`src/rtl/sr_cmd_pkg.sv`:
```
// Shared definitions for the SR latch command driver: sequencer states,
// latch command codes and a small helper that maps a request to its code.
package sr_cmd_pkg;

  typedef logic [1:0] state_t;

  localparam state_t IDLE    = 2'd0;
  localparam state_t SETUP   = 2'd1;
  localparam state_t ENABLE  = 2'd2;
  localparam state_t RELEASE = 2'd3;

  localparam logic [1:0] SR_HOLD    = 2'b00;
  localparam logic [1:0] SR_RESET   = 2'b01;
  localparam logic [1:0] SR_SET     = 2'b10;
  localparam logic [1:0] SR_ILLEGAL = 2'b11;

  function automatic logic [1:0] pick_code(input logic want_set);
    return want_set ? SR_SET : SR_RESET;
  endfunction

endpackage

```
`src/rtl/sr_cmd_driver_sync_debounce.sv`:
```
// Two-flop synchroniser followed by a stability counter. The debounced level
// only follows the synchronised input after it has held its new value long
// enough; a registered one-cycle pulse marks each debounced 0->1 change.
module sync_debounce #(
  parameter int DEB_CYCLES = 4
) (
  input  logic clk,
  input  logic rst_n,
  input  logic raw_in,
  output logic deb_out,
  output logic rise_pulse
);

  logic       sync1;
  logic       sync2;
  logic [7:0] cnt;

  // Bring the asynchronous button level into the clk domain
  always_ff @(posedge clk or negedge rst_n) begin
    if (!rst_n) begin
      sync1 <= 1'b0;
      sync2 <= 1'b0;
    end else begin
      sync1 <= raw_in;
      sync2 <= sync1;
    end
  end

  // Count stable disagreeing cycles; flip the debounced level once the count is full
  always_ff @(posedge clk or negedge rst_n) begin
    if (!rst_n) begin
      cnt        <= 8'd0;
      deb_out    <= 1'b0;
      rise_pulse <= 1'b0;
    end else begin
      rise_pulse <= 1'b0;
      if (sync2 != deb_out) begin
        if (cnt == 8'(DEB_CYCLES)) begin
          deb_out    <= sync2;
          cnt        <= 8'd0;
          rise_pulse <= sync2;
        end else begin
          cnt <= cnt + 8'd1;
        end
      end else begin
        cnt <= 8'd0;
      end
    end
  end

endmodule

```
`src/rtl/sr_cmd_driver.sv`:
```
// Front-end for the enabled SR latch: debounces the set/reset buttons, queues
// one request of each kind, arbitrates collisions and plays out a registered
// setup / enable / release write so sr never moves while e is high.
module sr_cmd_driver
  import sr_cmd_pkg::*;
#(
  parameter int DEB_CYCLES  = 4,
  parameter int HOLD_CYCLES = 2
) (
  input  logic       clk,
  input  logic       rst_n,
  input  logic       set_in,
  input  logic       rst_in,
  output logic [1:0] sr,
  output logic       e,
  output logic       busy,
  output logic       conflict,
  output logic       q_model
);

  localparam logic [7:0] HOLD_LAST = 8'(HOLD_CYCLES - 1);

  logic       set_deb, set_rise;
  logic       rst_deb, rst_rise;
  logic       req_set, req_rst;
  logic       pend_set, pend_rst;
  logic       want_set, want_rst;
  state_t     state;
  logic [1:0] code;
  logic [7:0] hold_cnt;

  sync_debounce #(.DEB_CYCLES(DEB_CYCLES)) u_set_deb (
    .clk        (clk),
    .rst_n      (rst_n),
    .raw_in     (set_in),
    .deb_out    (set_deb),
    .rise_pulse (set_rise)
  );

  sync_debounce #(.DEB_CYCLES(DEB_CYCLES)) u_rst_deb (
    .clk        (clk),
    .rst_n      (rst_n),
    .raw_in     (rst_in),
    .deb_out    (rst_deb),
    .rise_pulse (rst_rise)
  );

  // Qualify each rise with its level so a stale pulse can never launch a write
  always_comb begin
    req_set  = set_rise & set_deb;
    req_rst  = rst_rise & rst_deb;
    want_set = pend_set | req_set;
    want_rst = pend_rst | req_rst;
  end

  // Sequencer, pending flags and arbitration; every output is a flop
  always_ff @(posedge clk or negedge rst_n) begin
    if (!rst_n) begin
      state    <= IDLE;
      code     <= SR_HOLD;
      hold_cnt <= 8'd0;
      sr       <= SR_HOLD;
      e        <= 1'b0;
      busy     <= 1'b0;
      conflict <= 1'b0;
      q_model  <= 1'b0;
      pend_set <= 1'b0;
      pend_rst <= 1'b0;
    end else begin
      conflict <= 1'b0;
      if (state != IDLE) begin
        pend_set <= pend_set | req_set;
        pend_rst <= pend_rst | req_rst;
      end
      case (state)
        IDLE: begin
          if (want_set && want_rst) begin
            conflict <= 1'b1;
            pend_set <= 1'b0;
            pend_rst <= 1'b0;
          end else if (want_set || want_rst) begin
            state    <= SETUP;
            busy     <= 1'b1;
            code     <= pick_code(want_set);
            sr       <= pick_code(want_set);
            pend_set <= 1'b0;
            pend_rst <= 1'b0;
          end
        end
        SETUP: begin
          state    <= ENABLE;
          e        <= 1'b1;
          hold_cnt <= 8'd0;
        end
        ENABLE: begin
          if (hold_cnt == HOLD_LAST) begin
            state   <= RELEASE;
            e       <= 1'b0;
            q_model <= (code == SR_SET);
          end else begin
            hold_cnt <= hold_cnt + 8'd1;
          end
        end
        default: begin
          state <= IDLE;
          busy  <= 1'b0;
          sr    <= SR_HOLD;
        end
      endcase
    end
  end

endmodule

```
`config.mk`:
```
export PLATFORM = sky130hd
export DESIGN_NAME = sr_cmd_driver
export DESIGN_NICKNAME = d
export VERILOG_FILES = /design/src/rtl/sr_cmd_pkg.sv /design/src/rtl/sr_cmd_driver_sync_debounce.sv /design/src/rtl/sr_cmd_driver.sv
export SDC_FILE = /design/constraint.sdc
export NUM_CORES = 1
export LEC_CHECK = 0
export CAP_MARGIN = 20
export CORE_MARGIN = 1
export CORE_UTILIZATION = 24
export CTS_CLUSTER_DIAMETER = 150
export CTS_CLUSTER_SIZE = 8
export DETAILED_ROUTE_END_ITERATION = 7
export PLACE_DENSITY_LB_ADDON = 0.12
export SLEW_MARGIN = 20
export SYNTH_ARGS = -nofsm -noshare
export SYNTH_HDL_FRONTEND = slang
export SYNTH_SLANG_ARGS = --single-unit
export TNS_END_PERCENT = 100
```
`constraint.sdc`:
```
create_clock -name clk -period 1.7 [get_ports clk]
set_input_delay 0.17 -clock clk [delete_from_list [all_inputs] [get_ports clk]]
set_output_delay 0.17 -clock clk [all_outputs]
set_load 0.02 [all_outputs]
```
---- Yosys cells after proc, flatten, opt, wreduce, memory -nomap -nowiden ----
Index checks and enable logic that the tools add are counted.
operators by class
  $add $sub $neg .......................... 3
  reduce and logical (&&, ||, !) cells .... 14
  $lt $le $gt $ge ......................... 0
  bitwise operators ....................... 6
  muxes and demuxes ....................... 33
  multipliers ............................. 0
  shift-type cells ........................ 0
  eq/ne operators ......................... 12
  div/mod/pow operators ................... 0
operator list
  cell                 count
  $mux 8               5
  $add 8x1->8 const B  3
  $mux 1               17
  $eq 8x3->1 const B   2
  $pmux 8 s2           1
  $mux 2               6
  $reduce_and 2->1     5
  $reduce_and 3->1     3
  $eq 8x1->1 const B   1
  $ne 2x2->1 const B   4
  $pmux 2 s3           1
  $eq 2x2->1 const B   2
  $pmux 1 s2           2
  $pmux 2 s2           1
  $reduce_bool 2->1    2
  $and 1x1->1          2
  $eq 2x1->1 const B   1
  $logic_not 2->1      1
  $ne 1x1->1           2
  $not 1->1            2
  $or 1x1->1           2
  $reduce_or 2->1      1
  $logic_and 1x1->1    1
  $logic_or 1x1->1     1
word-level totals
  memories kept ........................... 0
  bits in writable memories ............... 0
  memory bits (read-only) ................. 0
  register bits after elaboration ......... 44
  output and inout bits ................... 6
  bits in latches ......................... 0
  input bits .............................. 4
  logic and storage cells ................. 88

---- Longest topological paths before layout ----
Gate-level depths: netlist (run 1).
  depth in word-level cells ............... 6
  depth in mapped cells ................... 6
  depth with buffers taken out ............ 6

---- By module ----
A second synthesis (run 1) with hierarchy kept.
unflattened totals
  cells, all modules ...................... 214
  area, all modules ....................... 2212.1 um2
by module, submodules not included
  module         cells each  area each (um2)  seq. area each (um2)  times used
  sr_cmd_driver  118         1151.1           500.5                 1
  sync_debounce  48          530.5            300.3                 2

---- Worst setup path before layout (run 1) ----
Ideal clock, no wire load.
  path type ............................... register to register
  start point ............................. register u_set_deb.deb_out
  end point ............................... register state[1]
  data arrival time ....................... 1.642 ns
  required time ........................... 1.568 ns
  slack ................................... -0.073 ns
  library setup time ...................... 0.132 ns
  path buffers ............................ 0
  period minus slack after synthesis ...... 1.773 ns
  cell stages (with the launch flop) ...... 7
  path through ............................ dfrtp_1 -> a21oi_1 -> inv_1 -> ha_1 -> o21ai_0 -> mux2i_1 -> o211ai_1
between the ends
  word-level cells in the longest chain between the ends .. 5
  elaborated cells between the ends (all ways) .. 7
  classes of those cells .................. 2 x eq/ne; 2 x bitwise; 3 x reduce/logical
RTL lines
  what                                                   RTL line                                  RTL
  from (decl)                                            sr_cmd_driver_sync_debounce.sv:10         output logic deb_out,
  from (signal assigned)                                 sr_cmd_driver_sync_debounce.sv:39         deb_out <= sync2;
  $and 1x1->1 *                                          sr_cmd_driver.sv:50                       req_set = set_rise & set_deb;
  $or 1x1->1 *                                           sr_cmd_driver.sv:52                       want_set = pend_set | req_set;
  via want_set                                           sr_cmd_driver.sv:27                       logic want_set, want_rst;
  $logic_or 1x1->1 or $logic_and 1x1->1 (tied branches)  sr_cmd_driver.sv:81, sr_cmd_driver.sv:77
  $ne 2x2->1 (no source line)                            --
  $reduce_and 3->1 (no source line) *                    --
  to (signal assigned)                                   sr_cmd_driver.sv:59                       state <= IDLE;
  to (signal assigned)                                   sr_cmd_driver.sv:82                       state <= SETUP;
  to (signal assigned)                                   sr_cmd_driver.sv:91                       state <= ENABLE;
  to (decl)                                              sr_cmd_driver.sv:28                       state_t state;
Mark *: on every way through the listed nets, which the timed path passes. The rest lies on a longest branch.
A chain may end at the register's enable or synchronous reset.

---- Final worst setup path (run 1) ----
  start point ............................. register u_rst_deb.cnt[0]
  end point ............................... register u_rst_deb.deb_out
between the ends
  word-level cells in the longest chain between the ends .. 2
RTL lines
  what                               RTL line                           RTL
  from (decl)                        sr_cmd_driver_sync_debounce.sv:16  logic [7:0] cnt;
  from (signal assigned)             sr_cmd_driver_sync_debounce.sv:43  cnt <= cnt + 8'd1;
  $eq 8x3->1                         sr_cmd_driver_sync_debounce.sv:38  if (cnt == 8'(DEB_CYCLES)) begin
  $reduce_and 2->1 (no source line)  --
  to (signal assigned)               sr_cmd_driver_sync_debounce.sv:39
  to (decl)                          sr_cmd_driver_sync_debounce.sv:10
Every way passes these cells.

==> impl_results.html, run 1 <==
<table>
<tr><th>Metric</th><th>Value</th></tr>
<tr><th colspan="2">Pwr</th></tr>
<tr><td>Leak</td><td>about 1.2 nW</td></tr>
<tr><td>Peak supply drop</td><td>about 0.54 mV</td></tr>
<tr><td>Cell area power density</td><td>1380 nW/um2</td></tr>
<tr><th colspan="2">STA</th></tr>
<tr><td>Achievable clock frequency</td><td>~620 MHz</td></tr>
<tr><td>Unrepaired setup endpoints after global routing</td><td>false</td></tr>
<tr><td>Share of the clock period used by the worst path after layout</td><td>0.946</td></tr>
<tr><td>Tmin final</td><td>approximately 1.6 ns</td></tr>
<tr><td>Hold violation total from the final report</td><td>0</td></tr>
<tr><td>Final setup violation count</td><td>0</td></tr>
<tr><td>Slew @ Worst Pin</td><td>between 0.4 and 0.5 ns</td></tr>
<tr><td>Setup Skew</td><td>approximately 0.0086 ns</td></tr>
<tr><td>Slew HR</td><td>0.701</td></tr>
<tr><td>Total count of max-transition violations in the final report</td><td>0</td></tr>
<tr><td>Total negative slack</td><td>0 ns</td></tr>
<tr><th colspan="2">Route</th></tr>
<tr><td>Overall via count from detail_route</td><td>1566</td></tr>
<tr><td>Wire per inst</td><td>about 13 um</td></tr>
<tr><td>1st-iter DRT viols</td><td>55</td></tr>
<tr><td>Detailed-router iteration count before antenna repair</td><td>4</td></tr>
<tr><td>DR DRC count</td><td>0</td></tr>
<tr><td>Remaining antenna violation count</td><td>0</td></tr>
<tr><td>Total wire length</td><td>4460 um</td></tr>
<tr><td>Average vias per placed instance</td><td>approximately 4.4</td></tr>
<tr><th colspan="2">Setup path</th></tr>
<tr><td>R2R Setup Slk</td><td>about 0.09 ns</td></tr>
<tr><td>Setup Crit Path Kind</td><td>register to register</td></tr>
<tr><td>Data arrival time of the critical path</td><td>roughly 1.8 ns</td></tr>
<tr><td>Slowest cell on the critical path</td><td>sky130_fd_sc_hd__or3b_4</td></tr>
<tr><td>Required @ worst endpoint</td><td>roughly 1.9 ns</td></tr>
<tr><td>Slowest stage delay, CP</td><td>about 0.4 ns</td></tr>
<tr><td>Cell-by-cell trace of the critical path</td><td>inv_1 &gt; ha_1 &gt; or3b_4 &gt; nor3_4 &gt; mux2_2</td></tr>
<tr><td>Crit end category</td><td>register</td></tr>
<tr><td>Startpoint class of the critical path</td><td>register</td></tr>
<tr><td>Crit Path Max Fanout</td><td>4</td></tr>
<tr><th colspan="2">Global routing</th></tr>
<tr><td>Met2 global-route usage</td><td>0.152</td></tr>
<tr><td>Wire length of the first global-routing pass</td><td>just under 8000 um</td></tr>
<tr><td>Gr ovfl total</td><td>0</td></tr>
<tr><td>Met3 capacity usage during global routing</td><td>0.0301</td></tr>
<tr><td>Number of global-route vias before repair</td><td>approximately 1.6k</td></tr>
<tr><td>Number of antenna violations at the first check in global routing</td><td>0</td></tr>
<tr><td>Met1 capacity usage during global routing</td><td>0.146</td></tr>
<tr><td>Pin count of the biggest net entering global routing</td><td>29</td></tr>
<tr><td>Most used routing layer</td><td>met2</td></tr>
<tr><td>Combined global-route utilization of all metal layers</td><td>0.104</td></tr>
<tr><th colspan="2">Flow run</th></tr>
<tr><td>Max Cap Viol</td><td>0</td></tr>
<tr><th colspan="2">Synth</th></tr>
<tr><td>Number of synthesized register bits</td><td>44</td></tr>
<tr><td>Yosys top cell by area</td><td>sky130_fd_sc_hd__dfrtp_1</td></tr>
<tr><td>Main flop type after synthesis</td><td>sky130_fd_sc_hd__dfrtp_1</td></tr>
<tr><td>Sequential element share of the synthesized area</td><td>0.497</td></tr>
<tr><td>Number of enable-type register cells in the synthesized netlist</td><td>0</td></tr>
<tr><td>Number of distinct standard cells referenced by the synthesized netlist</td><td>47</td></tr>
<tr><td>Asr flop ratio synth</td><td>1.00</td></tr>
<tr><td>Yosys warning count</td><td>0</td></tr>
<tr><td>Cell Area, Synth</td><td>~2200 um2</td></tr>
<tr><td>Number of instances in the synthesized netlist</td><td>approximately 210</td></tr>
<tr><td>Share of the synthesized area in the top cell type</td><td>0.497</td></tr>
<tr><td>Mean post-synth cell area</td><td>between 10 and 15 um2</td></tr>
<tr><td>Most area-consuming cells after synthesis</td><td>sky130_fd_sc_hd__dfrtp_1 (50%), sky130_fd_sc_hd__ha_1 (6.2%), sky130_fd_sc_hd__a21oi_1 (3.2%), sky130_fd_sc_hd__nand2_1 (2.5%), sky130_fd_sc_hd__o21ai_0 (2.5%)</td></tr>
<tr><td>Nets in the synthesized netlist</td><td>roughly 230</td></tr>
<tr><th colspan="2">Finish</th></tr>
<tr><td>Area used by multi-input combinational logic</td><td>between 1000 and 1500 um2</td></tr>
<tr><td>Nets@finish</td><td>between 200 and 300</td></tr>
<tr><td>Layout Area Growth over Synthesis</td><td>22.6%</td></tr>
<tr><td>Footprint of the flip-flops and latches</td><td>about 1100 um2</td></tr>
<tr><td>Number of inserted filler cells in the final layout</td><td>between 900 and 1k</td></tr>
<tr><td>Antenna Diode Count</td><td>0</td></tr>
<tr><td>Layout cells sized above 1</td><td>0.184</td></tr>
<tr><td>Utilization after layout</td><td>0.307</td></tr>
<tr><th colspan="2">Clock network</th></tr>
<tr><td>Insertion delay of the later-clocked pin in the worst-skew pair</td><td>roughly 0.30 ns</td></tr>
<tr><td>Clock-pin slew on the worst setup and hold paths</td><td>0.09 ns</td></tr>
<tr><td>Number of sinks handled by clock tree synthesis</td><td>between 40 and 50</td></tr>
<tr><td>Clock tree from TritonCTS</td><td>yes</td></tr>
<tr><td>Maximum level of the CTS H-tree</td><td>2</td></tr>
<tr><td>Root buf cell</td><td>sky130_fd_sc_hd__clkbuf_8</td></tr>
<tr><td>Setup fix buffers added after clock tree synthesis</td><td>0</td></tr>
<tr><td>TritonCTS Buffers</td><td>5</td></tr>
<tr><td>Buffer levels on the longest clock path</td><td>2</td></tr>
<tr><th colspan="2">Die</th></tr>
<tr><td>Count of boundary I/O pins</td><td>10</td></tr>
<tr><td>Horiz. Die Dim</td><td>approximately 100 um</td></tr>
<tr><td>Starting density of the core</td><td>0.251</td></tr>
<tr><td>Cell Rows</td><td>34</td></tr>
<tr><td>Floorplan Core Area</td><td>around 8800 um2</td></tr>
<tr><td>Area of the die</td><td>~9600 um2</td></tr>
<tr><td>DIE HEIGHT</td><td>~98 um</td></tr>
<tr><th colspan="2">Status</th></tr>
<tr><td>Result of the run</td><td>finished, final reports clean</td></tr>
<tr><th colspan="2">Worst hold path</th></tr>
<tr><td>Class of the worst hold path</td><td>input pin to register</td></tr>
<tr><th colspan="2">Placed design</th></tr>
<tr><td>Total of buffers placed on input and output ports</td><td>9</td></tr>
<tr><td>DP HPWL</td><td>between 3000 and 4000 um</td></tr>
<tr><td>Gpl congestion</td><td>0.727</td></tr>
</table>
==> state kept, by name (all words and copies together) (netlist names) <==
| signal | cells |
|---|---|
| hold_cnt | 8 |
| u_rst_deb.cnt | 8 |
| u_set_deb.cnt | 8 |
| code | 2 |
| sr | 2 |
| state | 2 |
| busy | 1 |
| conflict | 1 |
| e | 1 |
| pend_rst | 1 |
| pend_set | 1 |
| q_model | 1 |
| u_rst_deb.deb_out | 1 |
| u_rst_deb.rise_pulse | 1 |
| u_rst_deb.sync1 | 1 |
| u_rst_deb.sync2 | 1 |
| u_set_deb.deb_out | 1 |
| u_set_deb.rise_pulse | 1 |
| u_set_deb.sync1 | 1 |
| u_set_deb.sync2 | 1 |
==> power breakdown <==
part / internal [mW] / switching, mW
combinational: 0.735 / 0.802
sequential: 1.25 / 0.177
clock: 0.437 / 0.366
==> final cells by class <==
cell class | instances | area share
clock buffers | 6 | 0.0267
inverters | 14 | 0.0193
multi-input cells | 149 | 0.392
flip-flops and latches | 44 | 0.405
well taps | 108 | 0.0497
clock inverters | 2 | 0.0129
repair buffers | 30 | 0.0948
==> through the flow <==
step,instance area [um2],worst slack [ns],power (mW),instances,hold slack (ns)
2_1_floorplan,2220,0.0238,2.40,212,-0.126
3_3_place_gp,2580,0.0663,3.01,344,0.142
3_5_place_dp,2580,0.00396,2.97,344,0.144
4_1_cts,2700,0.0000933,3.81,353,0.295
5_1_grt,2720,0.0000719,4.11,353,0.279
6_report,2720,0.0910,3.76,353,0.311
==> synthesized netlist by cell type (4+ instances only) <==
cell type                   n
sky130_fd_sc_hd__or3_1      7
sky130_fd_sc_hd__ha_1      11
sky130_fd_sc_hd__a21oi_1   14
sky130_fd_sc_hd__nor2_1     7
sky130_fd_sc_hd__inv_1     14
sky130_fd_sc_hd__xor2_1     5
sky130_fd_sc_hd__clkbuf_1   4
sky130_fd_sc_hd__nand3_1    9
sky130_fd_sc_hd__nand2_1   15
sky130_fd_sc_hd__nand3b_1   4
sky130_fd_sc_hd__nor3b_1    4
sky130_fd_sc_hd__dfrtp_1   44
sky130_fd_sc_hd__xnor2_1    4
sky130_fd_sc_hd__nand2b_1   4
sky130_fd_sc_hd__o21ai_0   11
sky130_fd_sc_hd__nand4_1    6
sky130_fd_sc_hd__o211ai_1   4
==> final timing paths <==
path                                           to             start  depth (start not counted)
worst min register to register    u_set_deb.sync2   u_set_deb.sync1                          0
worst max-delay path            u_rst_deb.deb_out  u_rst_deb.cnt[0]                          5
min in group asynchronous        u_set_deb.cnt[5]             rst_n                          2
max in group asynchronous        u_rst_deb.cnt[1]             rst_n                          3
worst min-delay path              u_set_deb.sync1            set_in                          1
worst max register to register  u_rst_deb.deb_out  u_rst_deb.cnt[0]                          5
==> cells in the final DEF (no fill, tap or decap), drive strengths merged, types with 2 or more instances in the layout <==
master and n:
a21bo 2, a21o 3, a21oi 14, a22o 2, a31oi 3, and2 2
and3 2, buf 21, clkbuf 6, clkdlybuf4s50 8, dfrtp 44, ha 11
inv 14, mux2 3, nand2 15, nand2b 4, nand3 10, nand3b 4
nand4 6, nor2 7, nor2b 3, nor3 4, nor3b 4, nor4b 2
o211ai 4, o21ai 11, o22ai 2, o311ai 3, or3 7, xnor2 4
xor2 5
==> kinds of logic (layout without fill, tap and decap cells) <==
kind of cell,Yosys count,count (layout),share of synthesized area
DFF,44,44,0.497
adders and majority gates,11,11,0.0621
buffers and inverters,19,52,0.0327
muxes,4,4,0.0214
AOI/OAI and AO/OA,48,48,0.139
xor gates and xnor gates,9,9,0.0356
and+or+nand+nor,77,77,0.213
==> critical path: cells and delay by family, from the launching register on <==
| family | cells | cell delay, ns |
|---|---|---|
| flops | 1 | 0.38 |
| mux | 1 | 0.35 |
| simple gates | 2 | 0.60 |
| buf+inv | 1 | 0.06 |
| fa+ha+maj | 1 | 0.13 |
==> layer usage <==
metal	vias to the layer above	routed length (um)
li1	828	-
met1	720	2430
met2	13	1870
met3	5	102
met4	0	51
met5	-	0
==> timing repair <==
item / 4_1_cts / 5_1_grt
setup endpoints to repair: 0 / 4
hold endpoints to repair: 16 / 0
resized for setup: 0 / 5
hold buffers: 1 / 0
Note: power is estimated with default switching activity, not from simulation.
==> inputs of run 2 (changes only) <==
- CORE_MARGIN: 1 -> unset
==> results of run 2 <==
Same layout as run 1: the final DEF is identical, and so are final timing and power.
